File: src/rtl/serial_add_unit.sv
// Bit-serial two's complement adder/subtractor: one operand pair per handshake,
// one bit per clock LSB-first, result held until the consumer takes it.
module serial_add_unit #(
    parameter int WIDTH = 4,
    parameter int CNT_W = 4
) (
    input  logic             clk,
    input  logic             rst,
    input  logic             in_valid,
    output logic             in_ready,
    input  logic [WIDTH-1:0] a,
    input  logic [WIDTH-1:0] b,
    input  logic             op_sub,
    output logic             out_valid,
    input  logic             out_ready,
    output logic [WIDTH:0]   sum,
    output logic             overflow
);

    typedef enum logic [1:0] {IDLE, BUSY, DONE} state_t;

    localparam logic [CNT_W-1:0] LAST_IDX = CNT_W'(WIDTH - 1);

    state_t state;
    state_t next_state;

    logic [WIDTH-1:0] sa;
    logic [WIDTH-1:0] sb;
    logic             carry;
    logic             msb_a;
    logic             msb_b;
    logic [CNT_W-1:0] idx;
    logic [WIDTH-2:0] partial;

    logic             bit_sum;
    logic             carry_next;
    logic [WIDTH-1:0] result_next;

    // Full-adder slice; the final bit completes result_next for capture into sum.
    assign bit_sum     = sa[0] ^ sb[0] ^ carry;
    assign carry_next  = (sa[0] & sb[0]) | (sa[0] & carry) | (sb[0] & carry);
    assign result_next = {bit_sum, partial};

    always_ff @(posedge clk or posedge rst) begin
        if (rst) begin
            state <= IDLE;
        end else begin
            state <= next_state;
        end
    end

    always_comb begin
        next_state = state;
        in_ready   = 1'b0;
        out_valid  = 1'b0;
        case (state)
            IDLE: begin
                in_ready = 1'b1;
                if (in_valid) begin
                    next_state = BUSY;
                end
            end
            BUSY: begin
                if (idx == LAST_IDX) begin
                    next_state = DONE;
                end
            end
            DONE: begin
                out_valid = 1'b1;
                if (out_ready) begin
                    next_state = IDLE;
                end
            end
            default: next_state = IDLE;
        endcase
    end

    // Subtraction is folded in at load time: B is inverted and the carry seeded with 1.
    always_ff @(posedge clk or posedge rst) begin
        if (rst) begin
            sa       <= '0;
            sb       <= '0;
            carry    <= 1'b0;
            msb_a    <= 1'b0;
            msb_b    <= 1'b0;
            idx      <= '0;
            partial  <= '0;
            sum      <= '0;
            overflow <= 1'b0;
        end else begin
            case (state)
                IDLE: begin
                    if (in_valid) begin
                        sa      <= a;
                        sb      <= op_sub ? ~b : b;
                        carry   <= op_sub;
                        msb_a   <= a[WIDTH-1];
                        msb_b   <= op_sub ? ~b[WIDTH-1] : b[WIDTH-1];
                        idx     <= '0;
                        partial <= '0;
                    end
                end
                BUSY: begin
                    sa      <= sa >> 1;
                    sb      <= sb >> 1;
                    carry   <= carry_next;
                    partial <= result_next[WIDTH-1:1];
                    if (idx == LAST_IDX) begin
                        idx      <= '0;
                        sum      <= {carry_next, result_next};
                        overflow <= (msb_a == msb_b) && (bit_sum != msb_a);
                    end else begin
                        idx <= idx + CNT_W'(1);
                    end
                end
                default: begin
                end
            endcase
        end
    end

endmodule

File: config.mk
export PLATFORM = sky130hd
export DESIGN_NAME = serial_add_unit
export DESIGN_NICKNAME = d
export VERILOG_FILES = /design/src/rtl/serial_add_unit.sv
export SDC_FILE = /design/constraint.sdc
export NUM_CORES = 1
export LEC_CHECK = 0
export ABC_AREA = 1
export CORE_MARGIN = 2
export CORE_UTILIZATION = 52
export CTS_CLUSTER_SIZE = 14
export DETAILED_ROUTE_END_ITERATION = 8
export PLACE_DENSITY = 0.86
export SETUP_SLACK_MARGIN = 0.05
export SLEW_MARGIN = 20
export SYNTH_ARGS = -nofsm -noshare
export SYNTH_HDL_FRONTEND = slang
export SYNTH_SLANG_ARGS = --single-unit
File: constraint.sdc
create_clock -name clk -period 1.8 [get_ports clk]
set_input_delay 0.54 -clock clk [delete_from_list [all_inputs] [get_ports clk]]
set_output_delay 0.54 -clock clk [all_outputs]
set_load 0.01 [all_outputs]
Yosys cells after proc, flatten, opt, wreduce, memory -nomap -nowiden
Cells that the tools add are included.
{ "totals": {"register_bits": 26, "out_inout_bits": 8, "wordCells": 54} }
{ "op_classes": {"addsub": 1, "eq_ne": 8, "mux": 19, "bitwise_logic": 9, "reduce_logical": 7} }
{ "ops": {"columns": ["cell", "count"], "rows": [
  ["case mux 4 bit (2 select lines)", 3],
  ["2-to-1 mux 4 bit", 5],
  ["2-to-1 mux 2 bit", 3],
  ["!= test 2 bit, second input constant", 3],
  ["case mux 2 bit (3 select lines)", 1],
  ["case mux 3 bit (2 select lines)", 1],
  ["AND reduction 2 bit", 3],
  ["adder 4 x 1 -> 4 bit, second input constant", 1],
  ["equality test 4 x 2 -> 1 bit, second input constant", 1],
  ["2-to-1 mux 1 bit", 4],
  ["inverter 4 bit", 1],
  ["AND 1 bit", 3],
  ["2-to-1 mux 3 bit", 1],
  ["AND reduction 3 bit", 1],
  ["equality test 2 x 1 -> 1 bit, second input constant", 1],
  ["equality test 2 bit, second input constant", 1],
  ["zero test 2 bit", 1],
  ["OR 1 bit", 2],
  ["case mux 1 bit (2 select lines)", 1],
  ["nonzero test 2 bit", 1],
  ["bitwise XOR 1 bit", 2],
  ["equality test 1 bit", 1],
  ["logical AND 1 bit", 1],
  ["!= test 1 bit", 1],
  ["inverter 1 bit", 1]
]} }

Depth between registers and ports, before layout
Gate-level depths: netlist (run 1).
{ "logic_depth": {"ltp_word": 4, "depth_mapped": 7, "depth_no_buf": 7} }

Worst setup path before layout (run 1)
Ideal clock, no wire load.
{ "synth_path": {"path_type": "register -> register", "start": "reg sa[0]", "end": "reg overflow", "t_arrival_ns": 1.171, "t_required_ns": 1.684, "path_slack_ns": 0.513, "stages_incl_launch_ff": 8, "n_path_buf": 0, "period_less_slack_ns": 1.287, "path_cell_list": "dfrtp_1 > inv_1 > fa_1 > nor2_1 > nand2_1 > nand2_1 > nand2_1 > nand2_1"} }
{ "synth_between": {"elab_chain_len": 4} }
{ "synth_lines": {"columns": ["element", "line_no", "source"], "rows": [
  ["start: declaration", "27", "logic [WIDTH-1:0] sa;"],
  ["start signal: assignment", "104", "sa <= sa >> 1;"],
  ["bitwise XOR 1 bit (2 in series)", "40", "assign bit_sum = sa[0] ^ sb[0] ^ carry;"],
  ["!= test 1 bit", "111", "overflow <= (msb_a == msb_b) && (bit_sum != msb_a);"],
  ["logical AND 1 bit", "111", null],
  ["end signal: assignment", "111", null],
  ["end: declaration", "17", "output logic overflow"]
]} }
Every way passes these cells.
A chain may end at the register's enable or synchronous reset.

Final worst setup path (run 1)
{ "layout_path": {"start": "reg state[0]", "end": "out out_valid"} }
{ "layout_between": {"elab_chain_len": 2} }
{ "layout_lines": {"columns": ["element", "line_no", "source"], "rows": [
  ["start: declaration", "24", "state_t state;"],
  ["start signal: assignment", "48", "state <= next_state;"],
  ["equality test 2 bit", "56", "case (state)"],
  ["2-to-1 mux 1 bit", "56", null],
  ["end: declaration", "14", "output logic out_valid,"]
]} }
Every way passes these cells.

==> results, run 1 <==
- The per-instance average area after synthesis is 7.90 um^2.
- From synthesis to final layout, the design area changed by 21.6%.
- The floorplan die width is 53.6 um.
- The number of distinct library cell variants in the gate-level netlist after synthesis is 20.
- The total of buffers placed on input and output ports is 20.
- TritonCTS created 3 clock buffers.
- TritonCTS built the clock tree.
- The critical path capture point type is a primary output.
- In this run the static leakage power is 0.000880 uW.
- In this run the worst path has a maximum fanout of 3.
- Setup repair after global routing left no endpoint under its margin.
- The core region area is 0.00228 mm^2.
- The tightest hold path in the finished design has a slack of 489 ps.
- Data on the critical path arrives at its endpoint at 1140 ps.
- Synthesis produced a netlist with a net count of 177.
- At the end of routability-driven placement, the weighted congestion stood at 0.801.
- The post-layout minimum cycle time is 1680 ps.
- The I/O pin count is 21.
- The first global-routing pass estimated 4620 um of wire.
- On the final layout, the worst clock skew is 2.95 ps.
- The flow ran to the end, and the final reports show no timing, DRC or antenna violations.
- STA classifies the critical path startpoint as a flip-flop.
- Synthesis inferred 26 register bits.
- After clock tree synthesis, the clock-pin slew on the worst setup and hold paths is 130 ps.
- The die is 53.6 um tall.
- The number of warnings issued by yosys is 0.
- The clock net in this run drives a total of 26 sinks.
- Synthesis produced 162 cells.
- The largest individual stage delay along the critical path comes from the cell sky130_fd_sc_hd__dfrtp_1.
- The remaining max-slew budget at the tightest pin is 78.1%.
- The mapped netlist covers 0.00128 mm^2.
- Dividing total power by cell area gives a power density of 1560 mW/mm^2.
- The number of max-slew violations in the final report is 0.
- The register cell area after layout is 651 um^2.
- The number of detailed-route iterations in the first pass is 4.
- The DRC violations left is 0.
- The number of maximum-capacitance violations is 0.
- The fraction of final layout cells sized beyond drive strength 1 is 11.6%.
- The largest single stage delay on the critical path is 430 ps.
- No sink is reached through more buffers than the 2 on the longest clock path.
- The multi-input combinational cells in the finished layout cover a total of 544 um^2.
- The slew at the pin with the worst max-slew slack is 328 ps.
- Traced cell by cell, the critical path runs through nor2_1 > dlygate4sd2_1.
- After layout, the worst path uses 93.3% of the clock period.
- After detailed routing, the number of vias per cell comes to 5.02.
- After legalization and detailed placement, the total HPWL measured 2080 um.
- The antenna cell count is 0.
- The largest net degree at the start of global routing is 27.
- The row count is 17.
- The via count is 1095.
- For the final routed database, the setup TNS stands at 0 ps.
- The number of hold-slack violations in the final timing report came to 0.
- In the final routed layout, each cell accounts on average for 12.4 um.
- The fill cell instance count of the final layout is 204.
- The number of antenna violations at the first check in global routing is 0.
- The path category of the worst min-delay check is flip-flop to flip-flop.
- The final routed wirelength across all metal layers is 2710 um.
- The full die area is 0.00287 mm^2.
- The global-route usage over all layers is 22.7%.
- At the end of the flow, the number of nets in the layout was 207.
- The clock latency at the later pin of the worst-skew pair is 310 ps.
- Derived from the worst setup path, the maximum achievable clock frequency is 596 MHz.
- The number of routed nets with antenna violations is 0.
- For the worst setup path, the data required time is 1260 ps.
- The worst supply voltage drop on vdd is 0.930 mV.
- The overflow left after global routing is 0.
- Setup violations remaining at the end of the flow were counted as 0.
- Cells fill 68.4% of the core in the end.
- The violation count after the first detailed-routing iteration is 20.
- In this run the number of H-tree levels came out at 1.
- The starting density of the core is 56.2%.
- The worst setup path is of the flip-flop to primary output kind.
- The register area share after synthesis is 50.8%.
- Clock tree synthesis selected as its root buffer the cell sky130_fd_sc_hd__clkbuf_4.
- The via count of the first global-routing pass was 1119.
[routing by layer]
metal  share of wire [%]  GRT usage (%)  vias up
li1                    -              -      551
met1                  43           26.9      511
met2                  51           38.1       29
met3                 4.5           4.17        4
met4                0.92           14.1        0
met5                   0              0        -
[report_power, final]
group	internal [uW]	switching, uW
sequential	831	166
clock	78.3	162
combinational	461	723
total	1370	1050
[path summary, 6_finish.rpt]
kind / to / from / slack [ps] / depth (start not counted)
setup / recovery: out_valid / state[0] / 120 / 2
hold / removal: sum[4] / sum[4] / 490 / 2
setup reg to reg: overflow / sa[0] / 400 / 7
hold reg to reg: sum[4] / sum[4] / 490 / 2
max in group asynchronous: idx[3] / rst / 990 / 3
min in group asynchronous: overflow / rst / 570 / 3
[area by class of cell]
type / count / area share [%]
Clock buffer: 3 / 1.45
Inverter: 17 / 4.18
Multi-Input combinational cell: 117 / 35.0
Sequential cell: 26 / 41.8
Tap cell: 28 / 2.25
Timing Repair Buffer: 27 / 15.4
[cells in the mapped netlist]
| master | number | area, um^2 |
|---|---|---|
| sky130_fd_sc_hd__o21ai_4 | 1 | 16.3 |
| sky130_fd_sc_hd__nand3_1 | 11 | 55.1 |
| sky130_fd_sc_hd__nor2_1 | 5 | 18.8 |
| sky130_fd_sc_hd__nor2_2 | 1 | 6.26 |
| sky130_fd_sc_hd__xor2_1 | 1 | 8.76 |
| sky130_fd_sc_hd__buf_6 | 2 | 22.5 |
| sky130_fd_sc_hd__o31ai_1 | 1 | 7.51 |
| sky130_fd_sc_hd__nor2_4 | 2 | 22.5 |
| sky130_fd_sc_hd__clkinv_2 | 1 | 5.00 |
| sky130_fd_sc_hd__ha_1 | 1 | 12.5 |
| sky130_fd_sc_hd__nand2_2 | 2 | 12.5 |
| sky130_fd_sc_hd__o21ai_1 | 1 | 5.00 |
| sky130_fd_sc_hd__dfrtp_1 | 26 | 651 |
| sky130_fd_sc_hd__nand3_4 | 1 | 17.5 |
| sky130_fd_sc_hd__fa_1 | 1 | 20.0 |
| sky130_fd_sc_hd__nand4_1 | 1 | 6.26 |
| sky130_fd_sc_hd__inv_2 | 2 | 7.51 |
| sky130_fd_sc_hd__o21ai_0 | 2 | 10.0 |
| sky130_fd_sc_hd__nand2_1 | 86 | 323 |
| sky130_fd_sc_hd__inv_1 | 14 | 52.6 |
[metrics by stage]
stage,std cells,worst slack [ps],cell area [um^2],power [uW]
after floorplan,162,513,1280,1810
after global placement,213,154,1530,2140
after detailed placement,213,103,1530,2220
after CTS,218,98.4,1560,2430
after global routing,218,64.4,1560,2660
final,218,121,1560,2420
[placed cells by master, fill, tap and decap left out, types with 3 or more instances in the layout]
master / count
sky130_fd_sc_hd__clkbuf_4: 3
sky130_fd_sc_hd__nand3_1: 11
sky130_fd_sc_hd__inv_1: 14
sky130_fd_sc_hd__nand2_1: 86
sky130_fd_sc_hd__buf_4: 7
sky130_fd_sc_hd__dlygate4sd2_1: 7
sky130_fd_sc_hd__clkdlybuf4s50_1: 12
sky130_fd_sc_hd__dfrtp_1: 26
sky130_fd_sc_hd__nor2_1: 4
[worst max-delay path, delay by kind of cell (launching register included)]
kind	cells	cell delay (ps)
buf+inv	1	280
flops	1	430
simple gates	1	120
[repair_timing]
action / 4_1_cts / 5_1_grt
hold buffers: 0 / 0
setup buffers: 2 / 0
endpoints found under the setup margin: 8 / 0
resized for setup: 12 / 0
hold endpoints to repair: 0 / 0
[registers in the layout (all words and copies together) (netlist names), 2 cells and up]
| register | count |
|---|---|
| partial | 3 |
| state | 2 |
| sa | 4 |
| sum | 5 |
| idx | 4 |
| sb | 4 |
[logic make-up (layout without fill, tap and decap cells)]
kind of cell	Yosys count	after routing	synth area share, %
compound gates	5	5	3.03
xor+xnor	1	1	0.684
fa+ha+maj	2	2	2.54
buf+inv	19	47	6.84
flops	26	26	50.8
simple gates	109	109	36.1
Power figures use the tool's default switching activity.
==> run 2: changes to the inputs <==
--- a/config.mk
+++ b/config.mk
@@ -6,11 +6,12 @@
 export NUM_CORES = 1
 export LEC_CHECK = 0
 export ABC_AREA = 1
+export CORE_ASPECT_RATIO = 1.2
 export CORE_MARGIN = 2
-export CORE_UTILIZATION = 52
+export CORE_UTILIZATION = 47
 export CTS_CLUSTER_SIZE = 14
 export DETAILED_ROUTE_END_ITERATION = 8
-export PLACE_DENSITY = 0.86
+export PLACE_DENSITY = 0.83
 export SETUP_SLACK_MARGIN = 0.05
 export SLEW_MARGIN = 20
 export SYNTH_ARGS = -nofsm -noshare
==> constraint.sdc (replaced) <==
create_clock -name clk -period 1.35 [get_ports clk]
set_input_delay 0.405 -clock clk [delete_from_list [all_inputs] [get_ports clk]]
set_output_delay 0.405 -clock clk [all_outputs]
set_load 0.01 [all_outputs]
==> results, run 2 (synthesis gave the netlist of run 1 again) <==
- Result of the run: complete, but fails checks (was complete, no violations).
- The cell leakage power was 0.000933 uW (was 0.000880 uW).
- The data arrival time at the worst-slack endpoint is 1080 ps (was 1140 ps).
- The fill cell instance count of the final layout was 236 (was 204).
- The starting density of the core is 50.1% (was 56.2%).
- The clock latency at the later pin of the worst-skew pair was 330 ps (was 310 ps).
- The number of detailed-route iterations in the first pass is 4 (unchanged).
- The wire length per cell is 11.1 um (was 12.4 um).
- The peak clock frequency supported by timing is 675 MHz.
- The remaining max-slew budget at the tightest pin was 85.3% (was 78.1%).
- The startpoint kind of the worst setup timing path is a flip-flop (unchanged).
- The core region area came to 0.00255 mm^2 (was 0.00228 mm^2).
- The floorplan die width is 51.6 um (was 53.6 um).
- The number of maximum-capacitance violations is 0 (unchanged).
- The critical setup path kind is flip-flop to primary output (unchanged).
- The critical path capture point type is a primary output (unchanged).
- The worst supply voltage drop on vdd was 0.988 mV (was 0.930 mV).
- The cell chosen for the clock root is sky130_fd_sc_hd__clkbuf_4 (unchanged).
- The full die area came to 0.00316 mm^2 (was 0.00287 mm^2).
- The share of the clock period used by the worst path after layout is 110%.
- The number of clock sinks was 26 (unchanged).
- The global-route usage over all layers is 19.1% (was 22.7%).
- Commonest non-fill, non-tap cells in the layout: 86 x sky130_fd_sc_hd__nand2_1, 26 x sky130_fd_sc_hd__dfrtp_1, 16 x sky130_fd_sc_hd__buf_4 (was 86 x sky130_fd_sc_hd__nand2_1, 26 x sky130_fd_sc_hd__dfrtp_1, 14 x sky130_fd_sc_hd__inv_1).
- The via count of the first global-routing pass came to 1061 (was 1119).
- The largest net degree at the start of global routing is 27 (unchanged).
- The data required time at the worst endpoint is 950 ps (was 1260 ps).
- The power per unit of standard cell area was 2150 mW/mm^2 (was 1560 mW/mm^2).
- The vias per cell is 4.76 (was 5.02).
- The maximum fanout count along the critical path is 2 (was 3).
- The number of max-slew violations in the final report is 0 (unchanged).
- The overflow left after global routing is 0 (unchanged).
- The end-of-flow core utilization was 65.3% (was 68.4%).
- The most common library cell in the layout ignoring fill and taps is sky130_fd_sc_hd__nand2_1 (unchanged).
- The post-layout minimum cycle time is 1480 ps.
- The largest buffer count on any clock path is 2 (unchanged).
- The minimum setup slack in the final design is -131 ps (was 121 ps).
- The DRC violations left is 0 (unchanged).
- The H-tree depth reported by CTS is 1 (unchanged).
- The setup skew after layout was 4.23 ps (was 2.95 ps).
- The total power draw is 3580 uW (was 2420 uW).
- The CTS tree is done (unchanged).
- The via count is 1119 (was 1095).
- The vertical die dimension is 61.2 um (was 53.6 um).
- The number of nets in the layout was 218 (was 207).
- The number of hold-slack violations in the final timing report is 0 (unchanged).
- The total of buffers placed on input and output ports is 20 (unchanged).
- The register cell area after layout is 651 um^2 (unchanged).
- The number of antenna violations at the first check in global routing came to 0 (unchanged).
- The post-CTS clock slew at the launch and capture registers of the worst setup and hold paths is 130 ps (about the same).
- The antenna cell count was 0 (unchanged).
- The multi-input gate area in the final layout is 556 um^2 (was 544 um^2).
- The violation count after the first detailed-routing iteration is 16 (was 20).
- The row count came to 20 (was 17).
- The I/O pin count is 21 (unchanged).
- The global-route wire length before repair is 4360 um (was 4620 um).
- The clock buffer count from CTS is 3 (unchanged).
- The final reports fail on negative setup slack.
- The register with the highest flop count is sum (unchanged).
- The path category of the worst min-delay check is input port to asynchronous set/reset pin (was flip-flop to flip-flop).
- The global placer's final weighted congestion is 0.809 (was 0.801).
- The number of routed nets with antenna violations is 0 (unchanged).
- The number of flip-flops under the largest register name was 5 (unchanged).
- The final routed wirelength across all metal layers is 2600 um (was 2710 um).
- The final number of setup-violating endpoints is 4 (was 0).
- The HPWL after detailed placement is 1990 um (was 2080 um).
- The accumulated negative setup slack is -246 ps (was 0 ps).
- The fraction of final layout cells sized beyond drive strength 1 came to 22.8% (was 11.6%).
- The slew at the pin with the worst max-slew slack was 221 ps (was 328 ps).
- Setup repair after global routing missed its margin: yes (was no).
- The synthesis-to-layout area growth was 30.2% (was 21.6%).
-- run 2: cell types whose count changed in the layout (fill, tap and decap cells not counted), sizes merged --
cell         before  now
buf               8   26
dlygate4sd2       7    0
clkbuf            3    4
-- run 2: worst paths after layout --
kind	from	to	slack (ps)	depth (start not counted)
worst max-delay path	state[1]	in_ready	-130	3
worst min-delay path	rst	sum[3]	390	3
worst max register to register	sa[0]	overflow	-40	7
worst min register to register	sum[3]	sum[3]	490	2
max in group asynchronous	rst	idx[3]	820	3
min in group clk	sum[3]	sum[3]	490	2
-- run 2: critical path, cell delays in order, from the launching register on --
cell and delay [ps]:
sky130_fd_sc_hd__dfrtp_1 420, sky130_fd_sc_hd__buf_6 130, sky130_fd_sc_hd__nor2_4 90, sky130_fd_sc_hd__buf_6 110
-- run 2: repair_timing --
item / CTS / global route
resized for setup: 37 / 5
setup endpoints to repair: 9 / 17
setup buffers: 3 / 4
pin swaps: 2 / 4
hold buffers: 0 / 0
-- run 2: through the flow --
stage / instance area [um^2] / instances / setup slack (ps) / hold WS [ps]
floorplan: 1280 / 162 / 62.9 / 442
global placement: 1590 / 224 / -137 / 458
detailed placement: 1590 / 224 / -151 / 464
CTS: 1630 / 231 / -138 / 387
global route: 1670 / 235 / -170 / 406
finish: 1670 / 235 / -131 / 387
-- run 2: routing by layer --
metal	wire [um]	track usage, %	up-vias
li1	-	-	571
met1	1060	19.8	520
met2	1400	36.3	23
met3	80	2.43	5
met4	66	12.4	0
met5	0	0	-
-- run 2: cell type report --
type	count	share of cell area, %
Clock buffer	4	2.18
Inverter	17	3.90
Multi-Input combinational cell	117	33.3
Sequential cell	26	39.0
Tap cell	33	2.48
Timing Repair Buffer	38	19.1
-- run 2: where the power goes --
| group | leakage, uW | switching [uW] | total, uW | internal (uW) |
|---|---|---|---|---|
| combinational | 0.000576 | 1000 | 1850 | 846 |
| sequential | 0.000335 | 228 | 1330 | 1110 |
| clock | 0.0000210 | 232 | 397 | 165 |
| total | 0.000933 | 1460 | 3580 | 2120 |
==> run 3: changes to the inputs <==
--- a/config.mk
+++ b/config.mk
@@ -8,10 +8,11 @@
 export ABC_AREA = 1
 export CORE_ASPECT_RATIO = 1.2
 export CORE_MARGIN = 2
-export CORE_UTILIZATION = 47
+export CORE_UTILIZATION = 49
+export CTS_BUF_LIST = sky130_fd_sc_hd__clkbuf_2 sky130_fd_sc_hd__clkbuf_4 sky130_fd_sc_hd__clkbuf_8
 export CTS_CLUSTER_SIZE = 14
 export DETAILED_ROUTE_END_ITERATION = 8
-export PLACE_DENSITY = 0.83
+export PLACE_DENSITY = 0.85
 export SETUP_SLACK_MARGIN = 0.05
 export SLEW_MARGIN = 20
 export SYNTH_ARGS = -nofsm -noshare
==> results, run 3 (synthesis gave the netlist of run 1 again) <==
- The number of detailed-route iterations in the first pass was 4 (unchanged).
- The H-tree depth reported by CTS is 1 (unchanged).
- The number of nets in the layout is 225 (was 218).
- Violated checks: negative setup slack (unchanged).
- The number of routed nets with antenna violations is 0 (unchanged).
- The clock buffer count from CTS is 3 (unchanged).
- The vias per cell is 5.10 (was 4.76).
- Result of the run: complete, but fails checks (unchanged).
- The accumulated negative setup slack is -2190 ps (was -246 ps).
- The vertical die dimension is 60.0 um (was 61.2 um).
- The most common library cell in the layout ignoring fill and taps is sky130_fd_sc_hd__nand2_1 (unchanged).
- The starting density of the core is 51.2% (was 50.1%).
- The remaining max-slew budget at the tightest pin is 77.5% (was 85.3%).
- The final routed wirelength across all metal layers is 3210 um (was 2600 um).
- The number of antenna violations at the first check in global routing is 0 (unchanged).
- The global-route wire length before repair is 4620 um (was 4360 um).
- The post-CTS clock slew at the launch and capture registers of the worst setup and hold paths was 140 ps (was 130 ps).
- The post-layout minimum cycle time was 1630 ps (was 1480 ps).
- The number of flip-flops under the largest register name came to 5 (unchanged).
- The full die area was 0.00304 mm^2 (was 0.00316 mm^2).
- The power per unit of standard cell area came to 2310 mW/mm^2 (was 2150 mW/mm^2).
- The register with the highest flop count is sum (unchanged).
- The final instance area was 0.00184 mm^2 (was 0.00167 mm^2).
- The I/O pin count is 21 (unchanged).
- The data required time at the worst endpoint is 1640 ps (was 950 ps).
- The total of buffers placed on input and output ports is 20 (unchanged).
- The final hold slack is 368 ps (was 387 ps).
- The fraction of final layout cells sized beyond drive strength 1 was 34.0% (was 22.8%).
- The CTS tree is done (unchanged).
- The minimum setup slack in the final design came to -282 ps (was -131 ps).
- The via count was 1233 (was 1119).
- The floorplan die width is 50.7 um (was 51.6 um).
- The path category of the worst min-delay check is input port to asynchronous set/reset pin (unchanged).
- The clock latency at the later pin of the worst-skew pair is 340 ps (was 330 ps).
- The synthesis-to-layout area growth is 43.5% (was 30.2%).
- The DRC violations left is 0 (unchanged).
- The maximum fanout count along the critical path is 3 (was 2).
- The cell chosen for the clock root is sky130_fd_sc_hd__clkbuf_4 (unchanged).
- The HPWL after detailed placement was 1990 um (about the same).
- The data arrival time at the worst-slack endpoint is 1920 ps (was 1080 ps).
- The row count was 20 (unchanged).
- The violation count after the first detailed-routing iteration is 23 (was 16).
- The global placer's final weighted congestion is 0.742 (was 0.809).
- The final number of setup-violating endpoints is 23 (was 4).
- The number of clock sinks is 26 (unchanged).
- The wire length per cell is 13.3 um (was 11.1 um).
- The number of maximum-capacitance violations came to 0 (unchanged).
- The startpoint kind of the worst setup timing path is a flip-flop (unchanged).
- The via count of the first global-routing pass is 1163 (was 1061).
- The worst supply voltage drop on vdd came to 1.42 mV (was 0.988 mV).
- The global-route usage over all layers came to 20.3% (was 19.1%).
- Setup repair after global routing missed its margin: yes (unchanged).
- The cell leakage power is 0.00103 uW (was 0.000933 uW).
- The setup skew after layout is 1.43 ps (was 4.23 ps).
- The largest buffer count on any clock path was 2 (unchanged).
- The total cell area at the placement stage is 0.00161 mm^2 (was 0.00159 mm^2).
- The number of max-slew violations in the final report is 0 (unchanged).
- Commonest non-fill, non-tap cells in the layout: 72 x sky130_fd_sc_hd__nand2_1, 26 x sky130_fd_sc_hd__dfrtp_1, 16 x sky130_fd_sc_hd__buf_4 (was 86 x sky130_fd_sc_hd__nand2_1, 26 x sky130_fd_sc_hd__dfrtp_1, 16 x sky130_fd_sc_hd__buf_4).
- The core region area is 0.00250 mm^2 (was 0.00255 mm^2).
- The slew at the pin with the worst max-slew slack was 336 ps (was 221 ps).
- The critical path capture point type was a flip-flop (was primary output).
- The critical setup path kind is flip-flop to flip-flop (was flip-flop to primary output).
- The peak clock frequency supported by timing is 613 MHz (was 675 MHz).
- The number of hold-slack violations in the final timing report is 0 (unchanged).
- The antenna cell count is 0 (unchanged).
- The share of the clock period used by the worst path after layout is 121% (was 110%).
- The largest net degree at the start of global routing is 27 (unchanged).
- The overflow left after global routing is 0 (unchanged).
[run 3: worst max-delay path, cell delays in order (launching register included)]
cell	delay, ps
sky130_fd_sc_hd__dfrtp_1	450
sky130_fd_sc_hd__inv_2	60
sky130_fd_sc_hd__fa_1	520
sky130_fd_sc_hd__nor2_1	200
sky130_fd_sc_hd__nand2_1	130
sky130_fd_sc_hd__nand2_1	110
sky130_fd_sc_hd__nand2_1	60
sky130_fd_sc_hd__nand2_1	50
[run 3: repair_timing]
action | CTS | global route
gates cloned | 0 | 1
pin swaps | 2 | 25
resized for setup | 37 | 34
endpoints found under the setup margin | 9 | 25
hold buffers | 0 | 0
buffers inserted | 6 | 7
[run 3: area by class of cell]
class | count | area [um^2]
Fill cell | 166 | 666
Sequential cell | 26 | 651
Multi-Input combinational cell | 117 | 623
Timing Repair Buffer | 45 | 419
Inverter | 17 | 66.3
Tap cell | 33 | 41.3
Clock buffer | 4 | 36.3
[run 3: report_power, final]
group / switching [uW] / total (uW) / leakage [uW] / internal [uW]
Clock: 246 / 411 / 0.0000210 / 166
Sequential: 281 / 1390 / 0.000335 / 1110
Combinational: 1280 / 2450 / 0.000678 / 1170
Total: 1810 / 4250 / 0.00103 / 2440
[run 3: metrics by stage]
| step | total power (uW) | instances | worst slack (ps) | util, % |
|---|---|---|---|---|
| global placement | 3000 | 224 | -147 | 64.2 |
| detailed placement | 3100 | 224 | -154 | 64.2 |
| global route | 4480 | 242 | -268 | 73.4 |
| finish | 4250 | 242 | -282 | 73.4 |
| floorplan | 2410 | 162 | 62.9 | - |
| CTS | 3620 | 234 | -144 | 66.6 |
[run 3: metal layers]
| metal | GRT usage [%] | share of wire, % | vias to the layer above |
|---|---|---|---|
| met5 | 0 | 0 | - |
| met4 | 9.27 | 2.5 | 0 |
| met1 | 21.7 | 38 | 579 |
| met2 | 39.7 | 53 | 52 |
| li1 | - | - | 594 |
| met3 | 2.25 | 5.7 | 8 |
[run 3: worst paths after layout]
check	startpoint	end	cells after the start	slack, ps
worst max-delay path	sb[0]	overflow	7	-280
worst min-delay path	rst	idx[3]	3	370
worst max register to register	sb[0]	overflow	7	-280
worst min register to register	sum[3]	sum[3]	2	500
max in group asynchronous	rst	msb_a	3	840
min in group clk	sum[3]	sum[3]	2	500
